File: src/rtl/sseg_pkg.sv
`default_nettype none
// ============================================================================
// Module      : sseg_pkg
// Description : Shared types, blank pattern and hex-to-segment encoding table
//               for the seven-segment scan controller.
// Revision    : 1.0 - initial release
// ============================================================================
package sseg_pkg;

    typedef logic [6:0] seg_t;

    localparam seg_t SEG_BLANK = 7'h7F;

    typedef enum logic [0:0] {
        BLANK = 1'b0,
        DRIVE = 1'b1
    } state_t;

    // Active-low {CA,CB,CC,CD,CE,CF,CG}
    function automatic seg_t hex_to_sseg(input logic [3:0] nib);
        seg_t seg;
        case (nib)
            4'h0:    seg = 7'b0000001;
            4'h1:    seg = 7'b1001111;
            4'h2:    seg = 7'b0010010;
            4'h3:    seg = 7'b0000110;
            4'h4:    seg = 7'b1001100;
            4'h5:    seg = 7'b0100100;
            4'h6:    seg = 7'b0100000;
            4'h7:    seg = 7'b0001111;
            4'h8:    seg = 7'b0000000;
            4'h9:    seg = 7'b0000100;
            4'hA:    seg = 7'b0001000;
            4'hB:    seg = 7'b1100000;
            4'hC:    seg = 7'b0110001;
            4'hD:    seg = 7'b1000010;
            4'hE:    seg = 7'b0110000;
            default: seg = 7'b0111000;
        endcase
        return seg;
    endfunction

endpackage
`default_nettype wire

File: src/rtl/sseg_hex_encoder.sv
`default_nettype none
// ============================================================================
// Module      : sseg_hex_encoder
// Description : Combinational nibble to active-low seven-segment pattern.
// Revision    : 1.0 - initial release
// ============================================================================
module sseg_hex_encoder
    import sseg_pkg::*;
(
    input  logic [3:0] nibble,
    output logic [6:0] seg
);

    assign seg = hex_to_sseg(nibble);

endmodule
`default_nettype wire

File: src/rtl/sseg_scan_ctrl.sv
`default_nettype none
// ============================================================================
// Module      : sseg_scan_ctrl
// Description : 8-digit common-anode scan controller with per-slot blanking.
//               Optional SSEG_LEADING_ZERO_BLANK_EN suppresses leading zeros.
// Revision    : 1.0 - initial release
// ============================================================================
module sseg_scan_ctrl
    import sseg_pkg::*;
#(
    parameter int SCAN_DIV     = 12500,
    parameter int BLANK_CYCLES = 100
) (
    input  logic        clk,
    input  logic        rst,
    input  logic        en,
    input  logic        wr_en,
    input  logic [31:0] value,
    input  logic [7:0]  digit_en,
    input  logic [7:0]  dp_mask,
    output logic [7:0]  anodes,
    output logic [6:0]  segments,
    output logic        dp,
    output logic        frame_start
);

    localparam int CNT_W = $clog2(SCAN_DIV);
    localparam logic [CNT_W-1:0] c_cnt_last = CNT_W'(SCAN_DIV - 1);
    localparam logic [CNT_W-1:0] c_blank    = CNT_W'(BLANK_CYCLES);

    logic [CNT_W-1:0] cnt_q, cnt_d;
    logic [2:0]       idx_q, idx_d;
    state_t           state_q, state_d;
    logic             run_q, run_d;
    logic [31:0]      pend_val_q, pend_val_d, act_val_q, act_val_d;
    logic [7:0]       pend_en_q, pend_en_d, act_en_q, act_en_d;
    logic [7:0]       pend_dp_q, pend_dp_d, act_dp_q, act_dp_d;
    logic [7:0]       anodes_q, anodes_d;
    logic [6:0]       segments_q, segments_d;
    logic             dp_q, dp_d;
    logic             frame_start_q, frame_start_d;
    logic             frame_bound;
    logic             digit_on;
    logic             dp_ok;
    logic [6:0]       enc_seg;

`ifdef SSEG_LEADING_ZERO_BLANK_EN
    logic [2:0] msd_q, msd_d;

    function automatic logic [2:0] highest_nonzero(input logic [31:0] v);
        logic [2:0] m;
        m = 3'd0;
        for (int i = 0; i < 8; i++) begin
            if (v[4*i +: 4] != 4'h0) m = 3'(i);
        end
        return m;
    endfunction
`endif

    sseg_hex_encoder u_enc (
        .nibble (act_val_d[{idx_d, 2'b00} +: 4]),
        .seg    (enc_seg)
    );

    always_ff @(posedge clk or negedge rst) begin
        if (!rst) begin
            cnt_q         <= '0;
            idx_q         <= 3'd0;
            state_q       <= BLANK;
            run_q         <= 1'b0;
            pend_val_q    <= '0;
            pend_en_q     <= '0;
            pend_dp_q     <= '0;
            act_val_q     <= '0;
            act_en_q      <= '0;
            act_dp_q      <= '0;
            anodes_q      <= 8'hFF;
            segments_q    <= SEG_BLANK;
            dp_q          <= 1'b1;
            frame_start_q <= 1'b0;
`ifdef SSEG_LEADING_ZERO_BLANK_EN
            msd_q         <= 3'd0;
`endif
        end else begin
            cnt_q         <= cnt_d;
            idx_q         <= idx_d;
            state_q       <= state_d;
            run_q         <= run_d;
            pend_val_q    <= pend_val_d;
            pend_en_q     <= pend_en_d;
            pend_dp_q     <= pend_dp_d;
            act_val_q     <= act_val_d;
            act_en_q      <= act_en_d;
            act_dp_q      <= act_dp_d;
            anodes_q      <= anodes_d;
            segments_q    <= segments_d;
            dp_q          <= dp_d;
            frame_start_q <= frame_start_d;
`ifdef SSEG_LEADING_ZERO_BLANK_EN
            msd_q         <= msd_d;
`endif
        end
    end

    // run_q low means the scan is (re)starting: the next enabled cycle is slot 0, cnt 0.
    always_comb begin
        cnt_d       = cnt_q;
        idx_d       = idx_q;
        state_d     = state_q;
        run_d       = run_q;
        frame_bound = 1'b0;
        pend_val_d  = pend_val_q;
        pend_en_d   = pend_en_q;
        pend_dp_d   = pend_dp_q;
        act_val_d   = act_val_q;
        act_en_d    = act_en_q;
        act_dp_d    = act_dp_q;

        if (wr_en) begin
            pend_val_d = value;
            pend_en_d  = digit_en;
            pend_dp_d  = dp_mask;
        end

        if (!en) begin
            cnt_d   = '0;
            idx_d   = 3'd0;
            state_d = BLANK;
            run_d   = 1'b0;
        end else if (!run_q) begin
            cnt_d       = '0;
            idx_d       = 3'd0;
            state_d     = BLANK;
            run_d       = 1'b1;
            frame_bound = 1'b1;
        end else if (cnt_q == c_cnt_last) begin
            cnt_d       = '0;
            idx_d       = idx_q + 3'd1;
            state_d     = BLANK;
            frame_bound = (idx_q == 3'd7);
        end else begin
            cnt_d = cnt_q + CNT_W'(1);
            if (state_q == BLANK && cnt_d >= c_blank) state_d = DRIVE;
        end

        // Active takes the pre-edge pending copy, so a write on the boundary waits a frame.
        if (frame_bound) begin
            act_val_d = pend_val_q;
            act_en_d  = pend_en_q;
            act_dp_d  = pend_dp_q;
        end
    end

`ifdef SSEG_LEADING_ZERO_BLANK_EN
    always_comb begin
        msd_d = msd_q;
        if (frame_bound) msd_d = highest_nonzero(pend_val_q);
    end
`endif

    always_comb begin
        anodes_d      = 8'hFF;
        segments_d    = SEG_BLANK;
        dp_d          = 1'b1;
        frame_start_d = frame_bound;
        dp_ok         = 1'b1;
        digit_on      = act_en_d[idx_d];
`ifdef SSEG_LEADING_ZERO_BLANK_EN
        dp_ok    = (idx_d <= msd_d);
        digit_on = digit_on & dp_ok;
`endif
        if (state_d == DRIVE) begin
            anodes_d   = digit_on ? ~(8'b1 << idx_d) : 8'hFF;
            segments_d = enc_seg;
            dp_d       = ~(act_dp_d[idx_d] & dp_ok);
        end
    end

    assign anodes      = anodes_q;
    assign segments    = segments_q;
    assign dp          = dp_q;
    assign frame_start = frame_start_q;

endmodule
`default_nettype wire

File: config.mk
export PLATFORM = sky130hd
export DESIGN_NAME = sseg_scan_ctrl
export DESIGN_NICKNAME = d
export VERILOG_FILES = /design/src/rtl/sseg_pkg.sv /design/src/rtl/sseg_hex_encoder.sv /design/src/rtl/sseg_scan_ctrl.sv
export SDC_FILE = /design/constraint.sdc
export NUM_CORES = 1
export LEC_CHECK = 0
export CELL_PAD_IN_SITES_DETAIL_PLACEMENT = 0
export CELL_PAD_IN_SITES_GLOBAL_PLACEMENT = 1
export CORE_ASPECT_RATIO = 0.7
export CORE_MARGIN = 4
export CORE_UTILIZATION = 30
export DETAILED_ROUTE_END_ITERATION = 8
export PLACE_DENSITY_LB_ADDON = 0.1
export SETUP_SLACK_MARGIN = 0.1
export SYNTH_ARGS = -nofsm -noshare
export SYNTH_HDL_FRONTEND = slang
export SYNTH_SLANG_ARGS = --single-unit
File: constraint.sdc
create_clock -name clk -period 10.18 [get_ports clk]
set_clock_uncertainty 0.2 [all_clocks]
set_input_delay 2.036 -clock clk [delete_from_list [all_inputs] [get_ports clk]]
set_output_delay 2.036 -clock clk [all_outputs]
set_load 0.01 [all_outputs]
==> run metrics <==
actual slew at the worst max-slew pin=977 ps; number of instances in the synthesized netlist=506; Final Hold Vio Count=0; net switching power of the design=316 uW; CTS tree=done; latest clock arrival within the worst-skew pair=410 ps; r2r setup slk=5540 ps; Worst VDD drop=0.000112 V; GR Util met2=19.0%; most congested layer reported by global routing=met1; number of nets in the layout=630; final critical-path share of the clock period=54.3%; internal power consumption=1.04 mW; fraction of power spent switching nets=23.3%; total inserted antenna cells=0; global route overflow=0; utilization after layout=38.7%; Die Outline Area=22200 um2; worst reg2reg endpoint=segments[2]; kind of start point of the critical path=input port; residual DRC count=0; combined global-route utilization of all metal layers=13.2%; number of rows in the core area=42; Logic pwr share=11.6%; clock sinks=132; count of buffers added by post-CTS timing repair for setup=0; number of synthesized register bits=132; clock-pin slew reported for the worst setup and hold paths after clock tree synthesis=50 ps; met1 capacity usage during global routing=19.3%; syn avg cell area=11.8 um2; area growth from synthesis to layout=24.7%; met3 track demand over resource=3.06%; Vias=3887; count of buffers inserted at the top-level ports=68; die span in x=177 um; number of gates resized after cts=0; DRT Pass-1 Iters=4; slew margin rel.=34.9%; Distinct cells, synth=60; vias in the first global route=4143; wire length after detailed routing=13700 um; Tmin final=5530 ps; leakage power of the design=3.21 nW; worst-case clock buffer depth=2; Initial Util=31.0%; dominant synthesized flop cell=sky130_fd_sc_hd__dfrtp_1; drt via density=4.59; R2R Path Start=cnt_q[0]; critical path class=in -> reg; RSZ-0062 raised after global routing=false; sequential cell fraction of total power=44.1%; post-route setup TNS=0 ps; initial antenna violation count=0; nets in the synthesized netlist=567; Sequential cell area=3320 um2; power per cell area=183 nW/um2; pin count of the biggest net entering global routing=75; number of placed instances, taps included=814; worst-path maximum fanout=47; antenna-violating nets left=0; number of pins with negative max-slew slack in the final report=0; Worst R2R Path Depth=13; status=complete, no violations; max frequency=0.181 GHz; initial DRC count=234; EDFF count, synth=0; number of fill cells in the layout=1900; Synth Cell Area=5970 um2; Synthesis Warnings=0; Wirelength per Cell=16.2 um; Hold Path Depth=2; async set-reset flop share out of synthesis=100%; worst hold endpoint=act_en_q[0]; share of final-layout standard cells stronger than drive strength 1=22.7%; core area=19200 um2; critical path data arrival time=5630 ps; number of failing setup endpoints in the final timing report=0; Hold Path Class=reg -> reg; number of I/O pins=69; Num CTS Buffers=17; Worst Hold Launch=act_en_q[0]; Clock H-tree levels=4; number of max-cap violations=0; root cell of the clock tree=sky130_fd_sc_hd__clkbuf_16; Post-CTS Hold Fix Bufs=0; required time reported for the critical path endpoint=10280 ps; overall die height=126 um; register area share after synthesis=55.7%; weighted congestion reported at the end of routability-driven placement=0.787; HPWL after detailed placement=9080 um; Non-Filler Instances=846; Clock Power Share=44.3%; first-pass GRT wire length=22900 um; footprint of the multi-input gates=2410 um2; kind of capture point of the worst setup path=register
==> synth_stat cells (all sizes together), types with 2 or more instances <==
| library cell | n | area (um2) |
|---|---|---|
| ha | 9 | 113 |
| nand4 | 4 | 25.0 |
| a21oi | 4 | 20.0 |
| nor2 | 31 | 116 |
| mux2 | 68 | 769 |
| nand2 | 79 | 297 |
| nor3 | 8 | 40.0 |
| buf | 10 | 68.8 |
| and3 | 5 | 31.3 |
| mux2i | 16 | 164 |
| dfstp | 16 | 420 |
| or2 | 2 | 15.0 |
| nand2b | 3 | 18.8 |
| o2111ai | 4 | 35.0 |
| a31oi | 3 | 25.0 |
| dfrtp | 116 | 2900 |
| clkbuf | 19 | 71.3 |
| o211ai | 4 | 30.0 |
| a41oi | 2 | 17.5 |
| mux4 | 5 | 113 |
| nand3 | 14 | 70.1 |
| a211oi | 8 | 70.1 |
| o21ai | 9 | 45.0 |
| xor2 | 5 | 43.8 |
| xnor2 | 9 | 78.8 |
| o221ai | 4 | 41.3 |
| nor4 | 3 | 48.8 |
| inv | 25 | 93.8 |
==> registers in the layout (all words and copies together) (netlist names) <==
name         flops
frame_start      1
state_q          1
pend_en_q        8
cnt_q           14
act_dp_q         8
dp               1
pend_dp_q        8
idx_q            3
pend_val_q      32
act_en_q         8
segments         7
act_val_q       32
anodes           8
run_q            1
==> how the worst max path moves through the flow <==
stage                              to  start
after global placement    segments[2]     en
final                     segments[2]     en
after global routing      segments[2]     en
after CTS                 segments[2]     en
after detailed placement  segments[2]     en
after floorplan           segments[2]     en
==> layout make-up <==
| class | count | area share [%] |
|---|---|---|
| flip-flops and latches | 132 | 44.7 |
| multi-input cells | 319 | 32.4 |
| repair buffers | 73 | 9.55 |
| well taps | 264 | 4.44 |
| clock inverters | 5 | 1.40 |
| inverters | 26 | 1.31 |
| clock buffers | 27 | 6.22 |
==> cells by family (layout without fill, tap and decap cells) <==
logic type                 count (synthesis)  in the layout  synth area share, %
xor gates and xnor gates                  14             14                 2.06
DFF                                      132            132                 55.7
buffers and inverters                     55            131                 3.98
adders and majority gates                  9              9                 1.89
AOI/OAI and AO/OA                         51             51                 6.73
muxes                                     89             89                 17.5
and+or+nand+nor                          156            156                 12.1
==> power groups by stage <==
stage | combinational, mW | sequential [mW] | clock (mW)
CTS | 0.161 | 0.600 | 0.623
floorplan | 0.108 | 0.599 | 0
global route | 0.179 | 0.605 | 0.642
global placement | 0.157 | 0.608 | 0
detailed placement | 0.160 | 0.609 | 0
finish | 0.157 | 0.599 | 0.602
==> routing by layer <==
metal / up-vias / wire length [um]
met5: - / 0
met4: 0 / 137
met3: 12 / 540
met2: 60 / 5950
met1: 1932 / 7060
li1: 1883 / -
==> worst max-delay path, stage by stage <==
cell and delay, ps:
sky130_fd_sc_hd__clkdlybuf4s50_1 570, sky130_fd_sc_hd__nand4_1 200, sky130_fd_sc_hd__nor4_4 280, sky130_fd_sc_hd__nor2_4 70
sky130_fd_sc_hd__buf_4 310, sky130_fd_sc_hd__mux2_1 400, sky130_fd_sc_hd__mux4_2 470, sky130_fd_sc_hd__mux2i_2 370
sky130_fd_sc_hd__inv_1 150, sky130_fd_sc_hd__ha_1 260, sky130_fd_sc_hd__inv_1 110, sky130_fd_sc_hd__nor3_1 70
sky130_fd_sc_hd__a21oi_1 150, sky130_fd_sc_hd__o221ai_1 140
==> placed cells by master (no fill, tap or decap), drive strengths merged, types with 4 or more instances in the layout <==
cell type        n
ha               9
dfrtp          116
o21ai            9
dfstp           16
nand3           14
nor2            31
nand4            4
xnor2            9
a211oi           8
mux2            68
clkbuf          27
a21oi            4
mux2i           16
o211ai           4
mux4             5
xor2             5
inv             25
o221ai           4
o2111ai          4
buf              7
clkdlybuf4s50   66
nor3             8
nand2           79
and3             5
==> stage by stage <==
stage	power [mW]	hold slack [ps]	setup slack [ps]	cell area [um2]
2_1_floorplan	0.707	236	5480	5970
3_3_place_gp	0.765	252	4380	6870
3_5_place_dp	0.769	255	4250	6870
4_1_cts	1.38	273	4670	7440
5_1_grt	1.43	293	4430	7440
6_report	1.36	268	4650	7440
No activity file was read; power rests on OpenSTA's default activity.
